## src/rtl/learn_pkg.sv

```systemverilog
// learn_pkg: state encoding and frequency constants shared by the learn sweep and the generator.
// Rev 1.0
`default_nettype none

package learn_pkg;

  typedef enum logic [2:0] {
    IDLE   = 3'd0,
    ARM    = 3'd1,
    SETTLE = 3'd2,
    MEAS   = 3'd3,
    STORE  = 3'd4,
    STEP   = 3'd5,
    FINISH = 3'd6
  } learn_state_t;

  localparam logic [15:0] LEARN_FREQ_START = 16'd10;
  localparam logic [15:0] LEARN_FREQ_STEP  = 16'd2;

  // Generator frequency (100 Hz units) expected while measuring step k.
  function automatic logic [15:0] expected_freq(input logic [7:0] k);
    return LEARN_FREQ_START + LEARN_FREQ_STEP * {8'd0, k};
  endfunction

  function automatic int max3(input int a, input int b, input int c);
    int m;
    m = (a > b) ? a : b;
    return (m > c) ? m : c;
  endfunction

endpackage

`default_nettype wire

```

## src/rtl/learn_sweep_ctrl_amp_window.sv

```systemverilog
// amp_window: signed min/max tracker; amp is max-min, or 0 if no sample since the last clear.
// Rev 1.0
`default_nettype none

module amp_window #(
  parameter int ADC_W = 10
) (
  input  logic                    clk_50m,
  input  logic                    rst_n,
  input  logic                    clr,
  input  logic                    sample_en,
  input  logic signed [ADC_W-1:0] sample,
  output logic        [ADC_W:0]   amp
);

  localparam logic signed [ADC_W-1:0] MOST_NEG = {1'b1, {(ADC_W-1){1'b0}}};
  localparam logic signed [ADC_W-1:0] MOST_POS = {1'b0, {(ADC_W-1){1'b1}}};

  logic signed [ADC_W-1:0] max_val;
  logic signed [ADC_W-1:0] min_val;
  logic                    seen;
  logic signed [ADC_W:0]   diff;

  always_ff @(posedge clk_50m or negedge rst_n) begin
    if (!rst_n) begin
      max_val <= MOST_NEG;
      min_val <= MOST_POS;
      seen    <= 1'b0;
    end else if (clr) begin
      max_val <= MOST_NEG;
      min_val <= MOST_POS;
      seen    <= 1'b0;
    end else if (sample_en) begin
      if (sample > max_val) max_val <= sample;
      if (sample < min_val) min_val <= sample;
      seen <= 1'b1;
    end
  end

  // One extra bit keeps the full-scale span (MOST_POS - MOST_NEG) unsigned-representable.
  assign diff = {max_val[ADC_W-1], max_val} - {min_val[ADC_W-1], min_val};
  assign amp  = seen ? $unsigned(diff) : '0;

endmodule

`default_nettype wire

```

## src/rtl/learn_sweep_ctrl.sv

```systemverilog
// learn_sweep_ctrl: steps the generator through N_STEPS frequencies and records peak-to-peak response.
// Rev 1.0 -- optional frequency cross-check enabled by LEARN_FREQ_CHECK_EN.
`default_nettype none

module learn_sweep_ctrl
  import learn_pkg::*;
#(
  parameter int N_STEPS    = 16,
  parameter int SETTLE_CYC = 50000,
  parameter int MEAS_CYC   = 500000,
  parameter int PULSE_CYC  = 4,
  parameter int ADC_W      = 10
) (
  input  logic                    clk_50m,
  input  logic                    rst_n,
  input  logic                    start,
  input  logic                    abort,
  input  logic signed [ADC_W-1:0] adc_data,
  input  logic                    adc_valid,
  input  logic        [15:0]      freq_in,
  output logic                    learn_en,
  output logic                    next_freq,
  output logic                    busy,
  output logic                    done,
  output logic                    amp_wr_en,
  output logic        [7:0]       amp_wr_addr,
  output logic        [ADC_W:0]   amp_wr_data,
  output logic        [7:0]       peak_idx,
  output logic        [ADC_W:0]   peak_amp,
  output logic                    err
);

  localparam int CNT_MAX = max3(SETTLE_CYC, MEAS_CYC, PULSE_CYC);
  localparam int CNT_W   = (CNT_MAX > 1) ? $clog2(CNT_MAX) : 1;
  localparam int K_W     = (N_STEPS > 1) ? $clog2(N_STEPS) : 1;

  localparam logic [CNT_W-1:0] SETTLE_LAST = CNT_W'(SETTLE_CYC - 1);
  localparam logic [CNT_W-1:0] MEAS_LAST   = CNT_W'(MEAS_CYC - 1);
  localparam logic [CNT_W-1:0] PULSE_LAST  = CNT_W'(PULSE_CYC - 1);
  localparam logic [K_W-1:0]   K_LAST      = K_W'(N_STEPS - 1);

  learn_state_t   state;
  learn_state_t   state_nxt;
  logic [CNT_W-1:0] cnt;
  logic [CNT_W-1:0] cnt_nxt;
  logic [K_W-1:0]   k;
  logic [K_W-1:0]   k_nxt;

  logic           abort_hit;
  logic           store_fire;
  logic           sweep_start;
  logic           meas_clr;
  logic           meas_sample;
  logic [ADC_W:0] amp;

  assign abort_hit   = abort && (state != IDLE) && (state != FINISH);
  assign store_fire  = (state == STORE) && !abort_hit;
  assign sweep_start = (state == IDLE) && start;
  assign meas_clr    = (state_nxt == MEAS) && (state != MEAS);
  assign meas_sample = (state == MEAS) && adc_valid;

  always_ff @(posedge clk_50m or negedge rst_n) begin
    if (!rst_n) begin
      state <= IDLE;
      cnt   <= '0;
      k     <= '0;
    end else begin
      state <= state_nxt;
      cnt   <= cnt_nxt;
      k     <= k_nxt;
    end
  end

  always_comb begin
    state_nxt = state;
    cnt_nxt   = cnt;
    k_nxt     = k;
    case (state)
      IDLE: begin
        if (start) begin
          state_nxt = ARM;
          cnt_nxt   = '0;
          k_nxt     = '0;
        end
      end
      ARM, SETTLE: begin
        if (cnt == SETTLE_LAST) begin
          state_nxt = MEAS;
          cnt_nxt   = '0;
        end else begin
          cnt_nxt = cnt + CNT_W'(1);
        end
      end
      MEAS: begin
        if (cnt == MEAS_LAST) begin
          state_nxt = STORE;
          cnt_nxt   = '0;
        end else begin
          cnt_nxt = cnt + CNT_W'(1);
        end
      end
      STORE: begin
        if (k == K_LAST) begin
          state_nxt = FINISH;
        end else begin
          state_nxt = STEP;
          k_nxt     = k + K_W'(1);
        end
      end
      STEP: begin
        if (cnt == PULSE_LAST) begin
          state_nxt = SETTLE;
          cnt_nxt   = '0;
        end else begin
          cnt_nxt = cnt + CNT_W'(1);
        end
      end
      FINISH: begin
        if (cnt == PULSE_LAST) begin
          state_nxt = IDLE;
          cnt_nxt   = '0;
        end else begin
          cnt_nxt = cnt + CNT_W'(1);
        end
      end
      default: begin
        state_nxt = IDLE;
        cnt_nxt   = '0;
      end
    endcase
    if (abort_hit) begin
      state_nxt = FINISH;
      cnt_nxt   = '0;
      k_nxt     = k;
    end
  end

  amp_window #(
    .ADC_W(ADC_W)
  ) u_amp_window (
    .clk_50m  (clk_50m),
    .rst_n    (rst_n),
    .clr      (meas_clr),
    .sample_en(meas_sample),
    .sample   (adc_data),
    .amp      (amp)
  );

  // Outputs are registered from the next state so they stay glitch-free toward the generator.
  always_ff @(posedge clk_50m or negedge rst_n) begin
    if (!rst_n) begin
      learn_en    <= 1'b0;
      next_freq   <= 1'b0;
      busy        <= 1'b0;
      done        <= 1'b0;
      amp_wr_en   <= 1'b0;
      amp_wr_addr <= '0;
      amp_wr_data <= '0;
      peak_idx    <= '0;
      peak_amp    <= '0;
    end else begin
      learn_en  <= (state_nxt != IDLE) && (state_nxt != FINISH);
      next_freq <= (state_nxt == STEP);
      busy      <= (state_nxt != IDLE);
      done      <= (state == FINISH) && (state_nxt == IDLE);
      amp_wr_en <= store_fire;
      if (sweep_start) begin
        peak_idx <= '0;
        peak_amp <= '0;
      end
      if (store_fire) begin
        amp_wr_addr <= 8'(k);
        amp_wr_data <= amp;
        if (amp > peak_amp) begin
          peak_amp <= amp;
          peak_idx <= 8'(k);
        end
      end
    end
  end

`ifdef LEARN_FREQ_CHECK_EN
  logic freq_bad;

  assign freq_bad = (state == MEAS) && (cnt == MEAS_LAST) &&
                    (freq_in != expected_freq(8'(k)));

  always_ff @(posedge clk_50m or negedge rst_n) begin
    if (!rst_n) begin
      err <= 1'b0;
    end else if (sweep_start) begin
      err <= 1'b0;
    end else if (freq_bad) begin
      err <= 1'b1;
    end
  end
`else
  logic unused_freq_in;

  assign unused_freq_in = ^freq_in;
  assign err            = 1'b0;
`endif

endmodule

`default_nettype wire
```

## config.mk

```make
export PLATFORM = sky130hd
export DESIGN_NAME = learn_sweep_ctrl
export DESIGN_NICKNAME = d
export VERILOG_FILES = /design/src/rtl/learn_pkg.sv /design/src/rtl/learn_sweep_ctrl_amp_window.sv /design/src/rtl/learn_sweep_ctrl.sv
export SDC_FILE = /design/constraint.sdc
export NUM_CORES = 1
export LEC_CHECK = 0
export CAP_MARGIN = 10
export CORE_ASPECT_RATIO = 1.1
export CORE_MARGIN = 2
export CORE_UTILIZATION = 43
export DETAILED_ROUTE_END_ITERATION = 10
export PLACE_DENSITY = 0.7
export SLEW_MARGIN = 5
export SYNTH_ARGS = -nofsm -noshare
export SYNTH_HDL_FRONTEND = slang
export SYNTH_HIERARCHICAL = 1
export SYNTH_SLANG_ARGS = --single-unit
```

## constraint.sdc

```tcl
create_clock -name clk_50m -period 4.2 [get_ports clk_50m]
set_input_delay 0.63 -clock clk_50m [delete_from_list [all_inputs] [get_ports clk_50m]]
set_output_delay 0.63 -clock clk_50m [all_outputs]
set_load 0.03 [all_outputs]
```

; Yosys cells after proc, flatten, opt, wreduce, memory -nomap -nowiden
; Index checks and enable logic that the tools add are counted.
[word_totals]
register_bits = 86
output_inout_bits = 44
[op_classes]
add_sub_neg = 3
order_cmp = 3
eq_ne = 19
mux = 32
bitwise_logic = 1
n_reduce_logical = 23
[op_table]
columns = operator, count
row1 = 19-bit two-way mux, 5
row2 = 19-bit one-hot mux with 5 select lines, 1
row3 = 10-bit two-way mux, 6
row4 = 11-bit two-way mux, 4
row5 = 8-bit two-way mux, 3
row6 = "19-bit by 1-bit adder with 19-bit output, second input constant", 1
row7 = "19-bit by 16-bit == test with 1-bit output, second input constant", 1
row8 = "19-bit == test, second input constant", 1
row9 = "19-bit by 2-bit == test with 1-bit output, second input constant", 1
row10 = 3-bit two-way mux, 6
row11 = 3-bit one-hot mux with 6 select lines, 1
row12 = "3-bit == test, second input constant", 4
row13 = 11-bit greater-than comparator, 1
row14 = 10-bit by 10-bit subtractor with 11-bit output, 1
row15 = 10-bit greater-than comparator, 1
row16 = 10-bit less-than comparator, 1
row17 = "3-bit by 2-bit == test with 1-bit output, second input constant", 3
row18 = "3-bit inequality test, second input constant", 3
row19 = 1-bit logical AND, 8
row20 = 4-bit two-way mux, 2
row21 = 4-bit one-hot mux with 2 select lines, 1
row22 = 2-bit nonzero test, 4
row23 = 3-bit zero test, 2
row24 = "2-bit inequality test, second input constant", 3
row25 = 12 further kinds, 17

; Longest topological paths before layout
[logic_depth]
ltp_word = 8
ltp_mapped = 18
ltp_nobuf = 16

; By module
; Netlist, hierarchy kept.
[by_module_without_submodules]
columns = mod, n_inst, cells_per_inst, area_each_um2
row1 = learn_sweep_ctrl, 1, 373, 3454.6
row2 = amp_window, 1, 207, 1899.3

; Worst setup path before layout
; No wires, ideal clock.
[synth_path]
kind = register to register
from = register u_amp_window.min_val[0]
to = register peak_amp[0]
setup_time_ns = 0.079
t_arrival_ns = 3.710
required_ns = 4.121
path_slack_ns = 0.410
path_stages_with_launch = 18
n_path_buf = 2
cell_sequence = dfstp_2 ha_1 inv_1 fa_1 a21o_1 a21oi_1 o21ai_0 o211ai_1 xnor2_1 nor2_1 ha_1 a211oi_1 o211ai_1 o2111ai_1 a211o_1 clkbuf_1 buf_2 mux2i_1
[synth_via]
elab_chain_cells = 5
[synth_lines]
columns = element, line_no
row1 = "start, declared", learn_sweep_ctrl_amp_window.sv:20  ; logic signed [ADC_W-1:0] min_val;
row2 = "start signal, assigned", learn_sweep_ctrl_amp_window.sv:35  ; if (sample < min_val) min_val <= sample;
row3 = 10-bit by 10-bit subtractor with 11-bit output, learn_sweep_ctrl_amp_window.sv:41  ; assign diff = {max_val[ADC_W-1], max_val} - {min_val[ADC_W-1], min_val};
row4 = 11-bit two-way mux, learn_sweep_ctrl_amp_window.sv:42  ; assign amp = seen ? $unsigned(diff) : '0;
row5 = named net amp[8], learn_sweep_ctrl.sv:54  ; logic [ADC_W:0] amp;
row6 = 11-bit greater-than comparator, learn_sweep_ctrl.sv:174  ; if (amp > peak_amp) begin
row7 = 11-bit two-way mux, learn_sweep_ctrl.sv:174
row8 = 11-bit two-way mux, learn_sweep_ctrl.sv:171  ; if (store_fire) begin
row9 = "end signal, assigned", learn_sweep_ctrl.sv:175  ; peak_amp <= amp;
row10 = "end, declared", learn_sweep_ctrl.sv:29  ; output logic [ADC_W:0] peak_amp,
; The timed path passes the listed nets, and every way through them passes these cells.
; A chain may end at the register's enable or synchronous reset.

; Worst setup path after layout
[layout_path]
from = register u_amp_window.min_val[0]
to = register peak_amp[10]
; The elaborated chain is that of the path after synthesis.

==> metrics.md <==
| Metric | Value |
|---|---|
| Worst-skew pair later-pin latency | roughly 330 ps |
| Nets | 700 |
| Pre-antenna DRT Iters | 4 |
| Mapped Cells | 580 |
| Static Leak | roughly 3.0 nW |
| Final setup skew | approximately 5.6 ps |
| CTS Buf Count | 9 |
| Residual DRC count | 0 |
| Area grow syn2layout | 17.6% |
| CTS tree | yes |
| Final Total Pwr | between 4 and 5 mW |
| R2r worst-path depth | 16 |
| Predominant post-synthesis flop cell | dfrtp_1 |
| Reg2Reg Setup Slack | about 410 ps |
| Status | finished clean |
| FF+latch count, synth | 86 |
| Clock Pin Slew Worst Setup and Hold Paths | about 60 ps |
| CTS sink count | 86 |
| WP data arrival | slightly above 4000 ps |
| First-pass GRT wire length | a little under 20000 um |
| RSZ-0062 raised after global routing | no |
| Die X | about 110 um |
| Warnings from Yosys | 6 |
| WP data required | 4450 ps |
| Comb pwr share | 51.9% |
| Clk buf depth | 2 |
| Sequential share of the synthesized area | 40.4% |
| Hold_buf cts | 0 |
| Post-Synthesis Cell Area | roughly 0.0054 mm^2 |
| Total GRT Usage | roughly 18% |
| Gpl congestion | approximately 0.9 |
| Int Pwr | ~2.6 mW |
| Via density per instance | approximately 5.4 |
| Die area | approximately 0.013 mm^2 |
| Ports | 75 |
| Fillers | between 1000 and 1500 |
| Initial antenna violation count | 0 |
| Distinct cells, synth | slightly below 70 |
| Psw | 1.88 mW |
| Highest Clock Rate | roughly 260 MHz |
| Total congestion overflow | 0 |
| Final setup vio count | 0 |
| Vias in the first global route | roughly 4200 |
| Die Height | 121 um |
| EDFF count, synth | 0 |
| Critical path endpoint category | flop |
| Slew Limit Fails | 0 |
| Setup Crit Path Kind | reg2reg |
| Worst R2R Start | u_amp_window/min_val[0] |
| Syn_area_per_cell | just over 9 um^2 |
| CTS resizes | 0 |
| Most common cell after layout, fill and taps aside | dfrtp_1 |
| Final period util | between 90% and 100% |
| Share of cells above drive strength 1 | between 8 and 9% |
| Minimum clock period | about 3800 ps |
| Final hold violation count | 0 |
| Startpoint Class | flop |
| Portion of total power attributed to sequential cells | roughly 30% |
| Root Driver | clkbuf_16 |
| Worst-margin pin slew | 1060 ps |
| Setup Buffers After CTS | 0 |
| CP max FO | 19 |
| Crit path launch | u_amp_window/min_val[0] |
| Initial Util | around 44% |
| Max VDD drop | around 0.34 mV |
| Largest net degree at the start of global routing | 87 |
| Clock share of power | between 10% and 20% |
| Share of the core filled with cells | about 52% |
| Maxcap violations | 0 |
| Post-synth ARST share | 100% |
| FP Rows | 42 |
| Worst Hold Depth | 2 |
| Hold Path End | amp_wr_data[3] |
| Switching share of power | a little over two fifths |
| N_diodes | 0 |
| Wire per inst | between 10 and 15 um |
| Worst Hold Class | reg2reg |
| FF-to-FF End | peak_amp[10] |
| Input/output buffers | 53 |
| Hold Crit Start | amp_wr_data[3] |
| Worst hold margin | ~480 ps |
| Commonest non-fill, non-tap cells in the layout | dfrtp_1, nand2_1, inv_1, clkdlybuf4s50_1, ha_1 |
| Initial DRC Count | ~260 |
| Vias | 4272 |
| Slew HR | 29.1% |
| Post-DP HPWL | ~8200 um |
| Core area | roughly 0.012 mm^2 |
| PD cells | 713 mW/mm^2 |
| Depth of the CTS H-tree | 3 |
| Antenna viol nets, final | 0 |
| WL final | between 10000 and 15000 um |
| Setup TNS | 0 ps |
## logic make-up (layout without fill, tap and decap cells)
logic type | after synthesis | count (layout) | share of synthesized area [%]
other | 1 | 5 | 0.0700
xor gates and xnor gates | 19 | 19 | 3.11
adders and majority gates | 43 | 43 | 10.2
AOI/OAI and AO/OA | 112 | 112 | 14.3
and+or+nand+nor | 207 | 207 | 20.3
muxes | 25 | 25 | 4.72
buffers and inverters | 87 | 134 | 6.92
DFF | 86 | 86 | 40.4
## layer usage
metal  track usage, %  wire, um
met1             23.4      5120
met2             30.0      5580
met3             2.69       368
met4             6.72       214
met5                0         0
## per-stage QoR
step | worst slack (ps) | instances | area (um^2)
global placement | 447 | 769 | 5980
finish | 407 | 785 | 6300
detailed placement | 397 | 769 | 5980
floorplan | 410 | 584 | 5370
CTS | 386 | 785 | 6300
global route | 21.1 | 785 | 6300
## Yosys cell counts (3+ instances only)
| master | number | area share, % |
|---|---|---|
| inv_1 | 61 | 4.3 |
| a21oi_1 | 17 | 1.6 |
| nand4_1 | 9 | 1.1 |
| nor3b_1 | 3 | 0.42 |
| and2_1 | 4 | 0.47 |
| and4_1 | 3 | 0.49 |
| and3_1 | 16 | 1.9 |
| nand2_1 | 70 | 4.9 |
| dfrtp_1 | 76 | 36 |
| a211o_1 | 6 | 0.98 |
| a21o_1 | 3 | 0.42 |
| xor2_1 | 11 | 1.8 |
| nor3_1 | 10 | 0.93 |
| nor2b_1 | 7 | 0.82 |
| a31oi_1 | 4 | 0.47 |
| xnor2_1 | 8 | 1.3 |
| nand2b_1 | 7 | 0.82 |
| nor2_1 | 35 | 2.5 |
| mux2i_1 | 23 | 4.3 |
| clkbuf_1 | 15 | 1.1 |
| o21a_1 | 6 | 0.84 |
| buf_4 | 7 | 0.98 |
| or4_1 | 3 | 0.42 |
| a22o_1 | 7 | 1.1 |
| o31a_1 | 3 | 0.49 |
| o211ai_1 | 4 | 0.56 |
| ha_1 | 42 | 9.8 |
| and2b_2 | 3 | 0.49 |
| a211oi_1 | 4 | 0.56 |
| o21ai_0 | 36 | 3.4 |
| or3_1 | 5 | 0.58 |
| dfstp_2 | 10 | 4.9 |
| nand3_1 | 14 | 1.3 |
## power by group through the flow
| stage | Clock, mW | Combinational [mW] | Sequential (mW) |
|---|---|---|---|
| after floorplan | 0 | 1.49 | 1.54 |
| after global placement | 0 | 2.25 | 1.34 |
| after detailed placement | 0 | 2.32 | 1.35 |
| after CTS | 0.835 | 2.34 | 1.34 |
| after global routing | 0.872 | 2.61 | 1.38 |
| final | 0.820 | 2.33 | 1.34 |
## how the worst max path moves through the flow
stage               depth (start not counted)      endpoint  slack, ps
floorplan                                  17   peak_amp[0]        410
global placement                           16   peak_amp[2]        450
global route                               17   peak_amp[8]         20
detailed placement                         16  peak_amp[10]        400
finish                                     16  peak_amp[10]        410
CTS                                        16  peak_amp[10]        390
## state kept, by name, indices dropped and copies added (netlist names), 3 cells and up
signal                cells
amp_wr_addr               4
state                     3
k                         4
peak_amp                 11
cnt                      19
peak_idx                  8
u_amp_window/min_val     10
amp_wr_data              11
u_amp_window/max_val     10
## final cells by class
class	instances	area, um^2	area share, %
flip-flops and latches	86	2160	34.4
repair buffers	57	558	8.86
inverters	61	229	3.64
clock inverters	4	55.1	0.874
multi-input cells	411	2840	45.1
well taps	154	193	3.06
clock buffers	12	256	4.07
## worst max-delay path: stages, from the launching register on
cell	delay, ps
dfstp_2	540
ha_1	190
inv_1	60
fa_1	400
a21o_1	190
a21oi_1	200
o21ai_0	180
o211ai_1	280
xnor2_1	150
nor2_1	80
ha_1	320
a211oi_1	210
o211ai_1	120
o2111ai_1	120
a211o_1	140
buf_4	290
mux2i_1	230
Power figures use the tool's default switching activity.
